File: src/rtl/mips_ctrl_pkg.sv
`default_nettype none
// ============================================================================
// Module   : mips_ctrl_pkg
// Brief    : Shared state, opcode, funct and ALU encodings for the MIPS control.
// Revision : 1.0
// ============================================================================
package mips_ctrl_pkg;

    typedef enum logic [3:0] {
        S_FETCH    = 4'd0,
        S_DECODE   = 4'd1,
        S_MEMADR   = 4'd2,
        S_MEMRD    = 4'd3,
        S_MEMWB    = 4'd4,
        S_MEMWR    = 4'd5,
        S_EXECUTE  = 4'd6,
        S_ALUWB    = 4'd7,
        S_BRANCH   = 4'd8,
        S_ADDIEXEC = 4'd9,
        S_ADDIWB   = 4'd10,
        S_JUMP     = 4'd11
    } state_t;

    localparam logic [5:0] OP_RTYPE = 6'b000000;
    localparam logic [5:0] OP_LW    = 6'b100011;
    localparam logic [5:0] OP_SW    = 6'b101011;
    localparam logic [5:0] OP_BEQ   = 6'b000100;
    localparam logic [5:0] OP_ADDI  = 6'b001000;
    localparam logic [5:0] OP_J     = 6'b000010;

    localparam logic [5:0] FN_ADD = 6'b100000;
    localparam logic [5:0] FN_SUB = 6'b100010;
    localparam logic [5:0] FN_AND = 6'b100100;
    localparam logic [5:0] FN_OR  = 6'b100101;
    localparam logic [5:0] FN_SLT = 6'b101010;

    localparam logic [2:0] ALU_AND = 3'b000;
    localparam logic [2:0] ALU_OR  = 3'b001;
    localparam logic [2:0] ALU_ADD = 3'b010;
    localparam logic [2:0] ALU_SUB = 3'b110;
    localparam logic [2:0] ALU_SLT = 3'b111;

    localparam logic [1:0] ALUOP_ADD   = 2'b00;
    localparam logic [1:0] ALUOP_SUB   = 2'b01;
    localparam logic [1:0] ALUOP_FUNCT = 2'b10;

    // alu_en gates ALUCONTROL to zero in states that do not use the ALU.
    typedef struct packed {
        logic       iord;
        logic       memwrite;
        logic       irwrite;
        logic       regdst;
        logic       memtoreg;
        logic       regwrite;
        logic       alusrca;
        logic       branch;
        logic       pcwrite;
        logic [1:0] alusrcb;
        logic [1:0] pcsrc;
        logic [1:0] aluop;
        logic       alu_en;
    } ctrl_t;

    function automatic logic funct_supported(input logic [5:0] funct);
        case (funct)
            FN_ADD, FN_SUB, FN_AND, FN_OR, FN_SLT: return 1'b1;
            default:                               return 1'b0;
        endcase
    endfunction

    function automatic ctrl_t state_ctrl(input state_t s);
        ctrl_t c;
        c = '0;
        case (s)
            S_FETCH:    begin c.irwrite = 1'b1; c.pcwrite = 1'b1; c.alusrcb = 2'b01; c.alu_en = 1'b1; end
            S_DECODE:   begin c.alusrcb = 2'b11; c.alu_en = 1'b1; end
            S_MEMADR,
            S_ADDIEXEC: begin c.alusrca = 1'b1; c.alusrcb = 2'b10; c.alu_en = 1'b1; end
            S_MEMRD:    c.iord = 1'b1;
            S_MEMWR:    begin c.iord = 1'b1; c.memwrite = 1'b1; end
            S_MEMWB:    begin c.memtoreg = 1'b1; c.regwrite = 1'b1; end
            S_EXECUTE:  begin c.alusrca = 1'b1; c.aluop = ALUOP_FUNCT; c.alu_en = 1'b1; end
            S_ALUWB:    begin c.regdst = 1'b1; c.regwrite = 1'b1; end
            S_ADDIWB:   c.regwrite = 1'b1;
            S_BRANCH:   begin c.alusrca = 1'b1; c.branch = 1'b1; c.pcsrc = 2'b01;
                              c.aluop = ALUOP_SUB; c.alu_en = 1'b1; end
            S_JUMP:     begin c.pcwrite = 1'b1; c.pcsrc = 2'b10; end
            default:    c = '0;
        endcase
        return c;
    endfunction

endpackage
`default_nettype wire

File: src/rtl/alu_decoder.sv
`default_nettype none
// ============================================================================
// Module   : alu_decoder
// Brief    : Maps ALUOP and the R-type funct field onto the 3-bit ALU control.
// Revision : 1.0
// ============================================================================
module alu_decoder
    import mips_ctrl_pkg::*;
(
    input  logic [5:0] FUNCT,
    input  logic [1:0] ALUOP,
    output logic [2:0] ALUCONTROL
);

    always_comb begin
        ALUCONTROL = ALU_ADD;
        case (ALUOP)
            ALUOP_ADD: ALUCONTROL = ALU_ADD;
            ALUOP_SUB: ALUCONTROL = ALU_SUB;
            default: begin
                case (FUNCT)
                    FN_ADD:  ALUCONTROL = ALU_ADD;
                    FN_SUB:  ALUCONTROL = ALU_SUB;
                    FN_AND:  ALUCONTROL = ALU_AND;
                    FN_OR:   ALUCONTROL = ALU_OR;
                    FN_SLT:  ALUCONTROL = ALU_SLT;
                    default: ALUCONTROL = ALU_ADD;
                endcase
            end
        endcase
    end

endmodule
`default_nettype wire

File: src/rtl/multicycle_control.sv
`default_nettype none
// ============================================================================
// Module   : multicycle_control
// Brief    : Moore FSM sequencing the multicycle MIPS datapath control lines.
// Revision : 1.0
// ============================================================================
module multicycle_control
    import mips_ctrl_pkg::*;
#(
    parameter int STATE_W = 4
) (
    input  logic               CLOCK,
    input  logic               RESET,
    input  logic [5:0]         OP,
    input  logic [5:0]         FUNCT,
    output logic               IORD,
    output logic               MEMWRITE,
    output logic               IRWRITE,
    output logic               REGDST,
    output logic               MEMTOREG,
    output logic               REGWRITE,
    output logic               ALUSRCA,
    output logic               BRANCH,
    output logic               PCWRITE,
    output logic [1:0]         ALUSRCB,
    output logic [1:0]         PCSRC,
    output logic [2:0]         ALUCONTROL,
    output logic               ILLEGAL,
    output logic [STATE_W-1:0] STATE
);

    state_t     state_q, state_d;
    ctrl_t      ctrl_q;
    logic       illegal_q, illegal_d;
    logic       is_sw_q, is_sw_d;
    logic [2:0] w_alucontrol;

    always_comb begin
        state_d   = state_q;
        illegal_d = illegal_q;
        is_sw_d   = is_sw_q;
        case (state_q)
            S_FETCH:  state_d = S_DECODE;
            S_DECODE: begin
                // lw/sw share MEMADR, so the direction is captured here.
                is_sw_d = (OP == OP_SW);
                case (OP)
                    OP_LW, OP_SW: state_d = S_MEMADR;
                    OP_RTYPE: begin
                        if (funct_supported(FUNCT)) begin
                            state_d = S_EXECUTE;
                        end else begin
                            state_d   = S_FETCH;
                            illegal_d = 1'b1;
                        end
                    end
                    OP_BEQ:  state_d = S_BRANCH;
                    OP_ADDI: state_d = S_ADDIEXEC;
                    OP_J:    state_d = S_JUMP;
                    default: begin
                        state_d   = S_FETCH;
                        illegal_d = 1'b1;
                    end
                endcase
            end
            S_MEMADR:   state_d = is_sw_q ? S_MEMWR : S_MEMRD;
            S_MEMRD:    state_d = S_MEMWB;
            S_EXECUTE:  state_d = S_ALUWB;
            S_ADDIEXEC: state_d = S_ADDIWB;
            default:    state_d = S_FETCH;
        endcase
    end

    always_ff @(posedge CLOCK) begin
        if (RESET) begin
            state_q   <= S_FETCH;
            ctrl_q    <= state_ctrl(S_FETCH);
            illegal_q <= 1'b0;
            is_sw_q   <= 1'b0;
        end else begin
            state_q   <= state_d;
            ctrl_q    <= state_ctrl(state_d);
            illegal_q <= illegal_d;
            is_sw_q   <= is_sw_d;
        end
    end

    alu_decoder u_alu_decoder (
        .FUNCT      (FUNCT),
        .ALUOP      (ctrl_q.aluop),
        .ALUCONTROL (w_alucontrol)
    );

    // Registered FETCH controls are held during reset but masked until release.
    assign IORD       = ctrl_q.iord     & ~RESET;
    assign MEMWRITE   = ctrl_q.memwrite & ~RESET;
    assign IRWRITE    = ctrl_q.irwrite  & ~RESET;
    assign REGDST     = ctrl_q.regdst   & ~RESET;
    assign MEMTOREG   = ctrl_q.memtoreg & ~RESET;
    assign REGWRITE   = ctrl_q.regwrite & ~RESET;
    assign ALUSRCA    = ctrl_q.alusrca  & ~RESET;
    assign BRANCH     = ctrl_q.branch   & ~RESET;
    assign PCWRITE    = ctrl_q.pcwrite  & ~RESET;
    assign ALUSRCB    = RESET ? 2'b00 : ctrl_q.alusrcb;
    assign PCSRC      = RESET ? 2'b00 : ctrl_q.pcsrc;
    assign ALUCONTROL = (RESET || !ctrl_q.alu_en) ? 3'b000 : w_alucontrol;
    assign ILLEGAL    = illegal_q & ~RESET;
    assign STATE      = RESET ? STATE_W'(S_FETCH) : STATE_W'(state_q);

endmodule
`default_nettype wire
File: config.mk
export PLATFORM = sky130hd
export DESIGN_NAME = multicycle_control
export DESIGN_NICKNAME = d
export VERILOG_FILES = /design/src/rtl/mips_ctrl_pkg.sv /design/src/rtl/alu_decoder.sv /design/src/rtl/multicycle_control.sv
export SDC_FILE = /design/constraint.sdc
export NUM_CORES = 1
export LEC_CHECK = 0
export BUFFER_PORTS_ARGS = -buffer_cell sky130_fd_sc_hd__buf_2
export CAP_MARGIN = 20
export CORE_MARGIN = 4
export CORE_UTILIZATION = 45
export CTS_CLUSTER_SIZE = 24
export DETAILED_ROUTE_END_ITERATION = 7
export GPL_TIMING_DRIVEN = 1
export PLACE_DENSITY = 0.72
export SYNTH_ARGS = -nofsm -noshare
export SYNTH_HDL_FRONTEND = slang
export SYNTH_SLANG_ARGS = --single-unit
export TNS_END_PERCENT = 10
File: constraint.sdc
create_clock -name CLOCK -period 3.25 [get_ports CLOCK]
set_input_delay 0.4875 -clock CLOCK [delete_from_list [all_inputs] [get_ports CLOCK]]
set_output_delay 0.4875 -clock CLOCK [all_outputs]
set_load 0.1 [all_outputs]
* Yosys cells after proc, flatten, opt, wreduce, memory -nomap -nowiden
Index checks and enable logic that the tools add are counted.
** Word-level totals
- Register bits :: 22
- Input bits :: 14
- Output and inout port bits :: 21
- Logic and storage cells :: 100
** Operators by class
- Equality and inequality tests :: 28
- Multiplexer cells :: 28
- Bitwise operators :: 12
- Reduce and logical (&&, ||, !) cells :: 16
** Operator list (count)
- $eq 6x6->1 const B :: 7
- $pmux 4 s6 :: 1
- $eq 4x3->1 const B :: 5
- $eq 4x4->1 const B :: 5
- $pmux 4 s5 :: 1
- $eq 4x2->1 const B :: 4
- $mux 1 :: 14
- $pmux 3 s4 :: 1
- $and 1x1->1 :: 10
- $reduce_or 5->1 :: 2
- $mux 3 :: 3
- $eq 4x1->1 const B :: 2
- $logic_not 4->1 :: 2
- $pmux 2 s2 :: 2
- $reduce_or 2->1 :: 4
- $eq 6x2->1 const B :: 1
- $eq 6x3->1 const B :: 1
- $eq 6x4->1 const B :: 1
- $logic_not 6->1 :: 1
- $pmux 2 s3 :: 1
- $pmux 3 s2 :: 1
- $reduce_or 6->1 :: 1
- $mux 2 :: 2
- $mux 4 :: 1
- other kinds (10) :: 11

* Logic depth before layout (Yosys ltp)
- Depth in word-level cells :: 11
- Mapped depth :: 8
- Depth with buffers taken out :: 6

* Hierarchy
Synthesis repeated with hierarchy kept, for this count alone.
** Unflattened totals
- Cells, all modules :: 138
- Area, all modules :: 1178.6 um^2
** By module, submodules not included
- multicycle_control :: times used 1, cells an instance 130, area each 1114.8 um^2, seq. area each 400.4 um^2
- alu_decoder :: times used 1, cells an instance 8, area each 63.8 um^2, seq. area each 0.0 um^2

* Least setup slack after synthesis
No wires, ideal clock.
- Path type :: input -> output
- From :: in RESET
- To :: out ALUCONTROL[0]
- Arrival time :: 3026 ps
- Data required time :: 2762 ps
- Setup slack :: -263 ps
- Cell stages on the path :: 4
- Path buffers :: 1
- Path through :: buf_4 inv_1 nand2_1 nor3b_1
** Between the ends
- Longest elaborated chain between the ends :: 2
** Ends and longest elaborated chain
- from (decl) :: RTL line multicycle_control.sv:13 : input logic RESET,
- $logic_or 1x1->1 :: RTL line multicycle_control.sv:106 : assign ALUCONTROL = (RESET || !ctrl_q.alu_en) ? 3'b000 : w_alucontrol;
- $mux 3 :: RTL line multicycle_control.sv:106
- to (decl) :: RTL line multicycle_control.sv:27 : output logic [2:0] ALUCONTROL,
Every way passes these cells.

* Worst setup path in the final report
- From :: reg ctrl_q[2] (netlist bit)
- To :: out ALUCONTROL[2]
** Between the ends
- Longest elaborated chain between the ends :: 3
- Elaborated cells on any way between the ends :: 4
- Classes of those cells :: 1 x eq/ne; 2 x mux; 1 x reduce/logical
** Ends and longest elaborated chain
- from (decl) :: RTL line multicycle_control.sv:33 : ctrl_t ctrl_q;
- from (signal assigned) :: RTL line multicycle_control.sv:77 : ctrl_q <= state_ctrl(S_FETCH);
- from (signal assigned) :: RTL line multicycle_control.sv:82 : ctrl_q <= state_ctrl(state_d);
- $eq 2x1->1 / $logic_not 2->1 (equally long branches) :: RTL line alu_decoder.sv:17 : case (ALUOP)
- $pmux 3 s2 * :: RTL line alu_decoder.sv:17
- $mux 3 * :: RTL line multicycle_control.sv:106
Mark *: on every way between the ends. The rest lies on a longest branch, timed or not.

==> metrics.txt <==
Die ar. 3390 um2; commonest cells after routing, fill and taps aside buf_2, dfxtp_1, nor2b_1, nor2_1; final hold slack 0.4897 ns; Netlist cell types 47; Fin Clk Skew 0.005949 ns; clock slew at reported path FFs 0.11 ns; flop2flop setup slack 1.23 ns; worst slew pin tran 0.9475 ns; GRT Util Overall 15.59%; fmax 453.0 MHz; Clk Latency, worst-skew pair 0.30 ns; sequential area share after synthesis 35.28%; Post-CTS Resized 0; Syn-to-layout area delta 18.08%; post-layout util 58.33%; Inserted Diodes 0; Initial Util 49.40%; TritonRoute pass-1 iters 4; Vias per Instance 5.277; Die Ht 58.22 um; Yosys Warn Count 0; combinational share of power 19.9%; number of placed I/O pins 35; initial drt markers 22; share of cells above drive strength 1 34.38%; port buffer count 34; Avg WL per Cell 13.01 um; Arr. time, crit path 1.72 ns; Total Wirelength 2.445 mm; TritonCTS clock tree built; pwr/cell area 426.7 nW/um2; number of global-route vias before repair 943; min Tclk post-route 2.207 ns; Top FF cell, synth dfxtp_1; commonest non-fill, non-tap cell in the layout buf_2; CP startpoint kind flip-flop; Final WS setup 1.043 ns; Post-CTS Setup Inserts 0; worst min-delay path class flip-flop to flip-flop; synthesized flop and latch total 20; Switching Fraction 28.77%; CTS Hold Bufs 0; synthesized instance count 131; outcome completed; global-route wire length before repair 4.153 mm; Die Wd 58.22 um; final max-slew violation count 0; htree depth 1; WP data required 2.76 ns; DRC 0; crit share post-route 67.92%; Leakage 0.5662 nW; Rows 17; synthesized area 1135 um2; endpoints failing hold 0; setup TNS after final layout 0 ns; endpoints failing setup 0; RSZ-0062 raised after global routing no; largest net degree at the start of global routing 28; CTS root buf clkbuf_4; via count 992; fin nets 175; ys async rst share 0%; max cap viols 0; Max FO, Critical Path 3; Longest Clk Path Bufs 2; Syn Area/Cell 8.663 um2; Placed Instances 184; cell-internal power 0.4073 mW; initial antenna violation count 0; total global routing overflow 0; CTS buffer count 3; clock share of power 35.2%; pre-CTS WS 0.9677 ns; Mapped Nets 145; post-DP HPWL 1.892 mm; GPL Wtd Cong 0.8568; fin cells 188; slew margin rel. 36.29%; sequential share of power 44.9%; Routed Antenna Nets 0; Max VDD drop 393.8 uV; switching pwr 0.1645 mW; EDFF count, synth 0; Clock Sinks 20; Critical Path Sink Type primary output; Crit Path Category flip-flop to primary output; core area 2297 um2
[synthesized netlist by cell type, types with 3 or more instances]
cell type,count,area (um2)
a21oi_1,5,25.02
clkbuf_1,4,15.01
dfxtp_1,20,400.4
inv_1,4,15.01
nand2_1,5,18.77
nand2b_1,4,25.02
nand3_1,3,15.01
nor2_1,12,45.04
nor2b_1,18,112.6
nor3_1,5,25.02
nor3b_1,6,45.04
xnor2_1,3,26.28
[state kept, by name (all words and copies together) (netlist names)]
register,flops
ctrl_q,14
illegal_q,1
is_sw_q,1
state_q,4
[routing by layer]
layer  vias up  part of all wire (%)  global-route usage (%)
li1        514                     -                       -
met5         -                     0                       0
met4         0                  0.78                   4.305
met2        26                    49                   26.13
met1       448                    44                   19.70
met3         4                   6.3                   4.009
[final cells by class]
class / instances / area (um2)
Inverter: 5 / 20.02
Fill cell: 217 / 957.2
Timing Repair Buffer: 34 / 170.2
Sequential cell: 20 / 400.4
Tap cell: 28 / 35.03
Clock inverter: 1 / 30.03
Clock buffer: 3 / 22.52
Multi-Input combinational cell: 97 / 661.9
[through the flow]
step	area [um2]	total power, mW
after floorplan	1140	0.3520
after global placement	1287	0.3742
after detailed placement	1287	0.3757
after CTS	1340	0.5765
after global routing	1340	0.5953
final	1340	0.5718
[worst max-delay path, cell delays in order (launching register included)]
cell and delay, ns:
dfxtp_1 0.32, inv_1 0.05, nor3b_1 0.35, a32oi_1 0.17, nor2_1 0.10, buf_2 0.43
[path summary, 6_finish.rpt]
| kind | from | end | depth (start not counted) |
|---|---|---|---|
| max | ctrl_q[2]$_SDFF_PP0_ | ALUCONTROL[2] | 5 |
| max reg2reg | state_q[0]$_SDFF_PP0_ | ctrl_q[7]$_SDFF_PP1_ | 5 |
| min | illegal_q$_SDFFE_PP0P_ | illegal_q$_SDFFE_PP0P_ | 2 |
| min reg2reg | illegal_q$_SDFFE_PP0P_ | illegal_q$_SDFFE_PP0P_ | 2 |
[logic make-up (layout without fill, tap and decap cells)]
kind of cell    count (synthesis)  count (layout)  share of synthesized area (%)
simple gates                   70              70                          38.26
compound gates                 23              23                          16.32
flops                          20              20                          35.28
buf+inv                        14              43                          6.834
xor+xnor                        3               3                          2.316
mux                             1               1                         0.9922
[power groups by stage]
stage | registers (mW) | clock network (mW) | logic [mW]
finish | 0.257 | 0.201 | 0.114
global route | 0.258 | 0.216 | 0.122
CTS | 0.256 | 0.206 | 0.114
detailed placement | 0.262 | 0 | 0.114
global placement | 0.262 | 0 | 0.112
floorplan | 0.259 | 0 | 0.0934
Note: power is estimated with default switching activity, not from simulation.
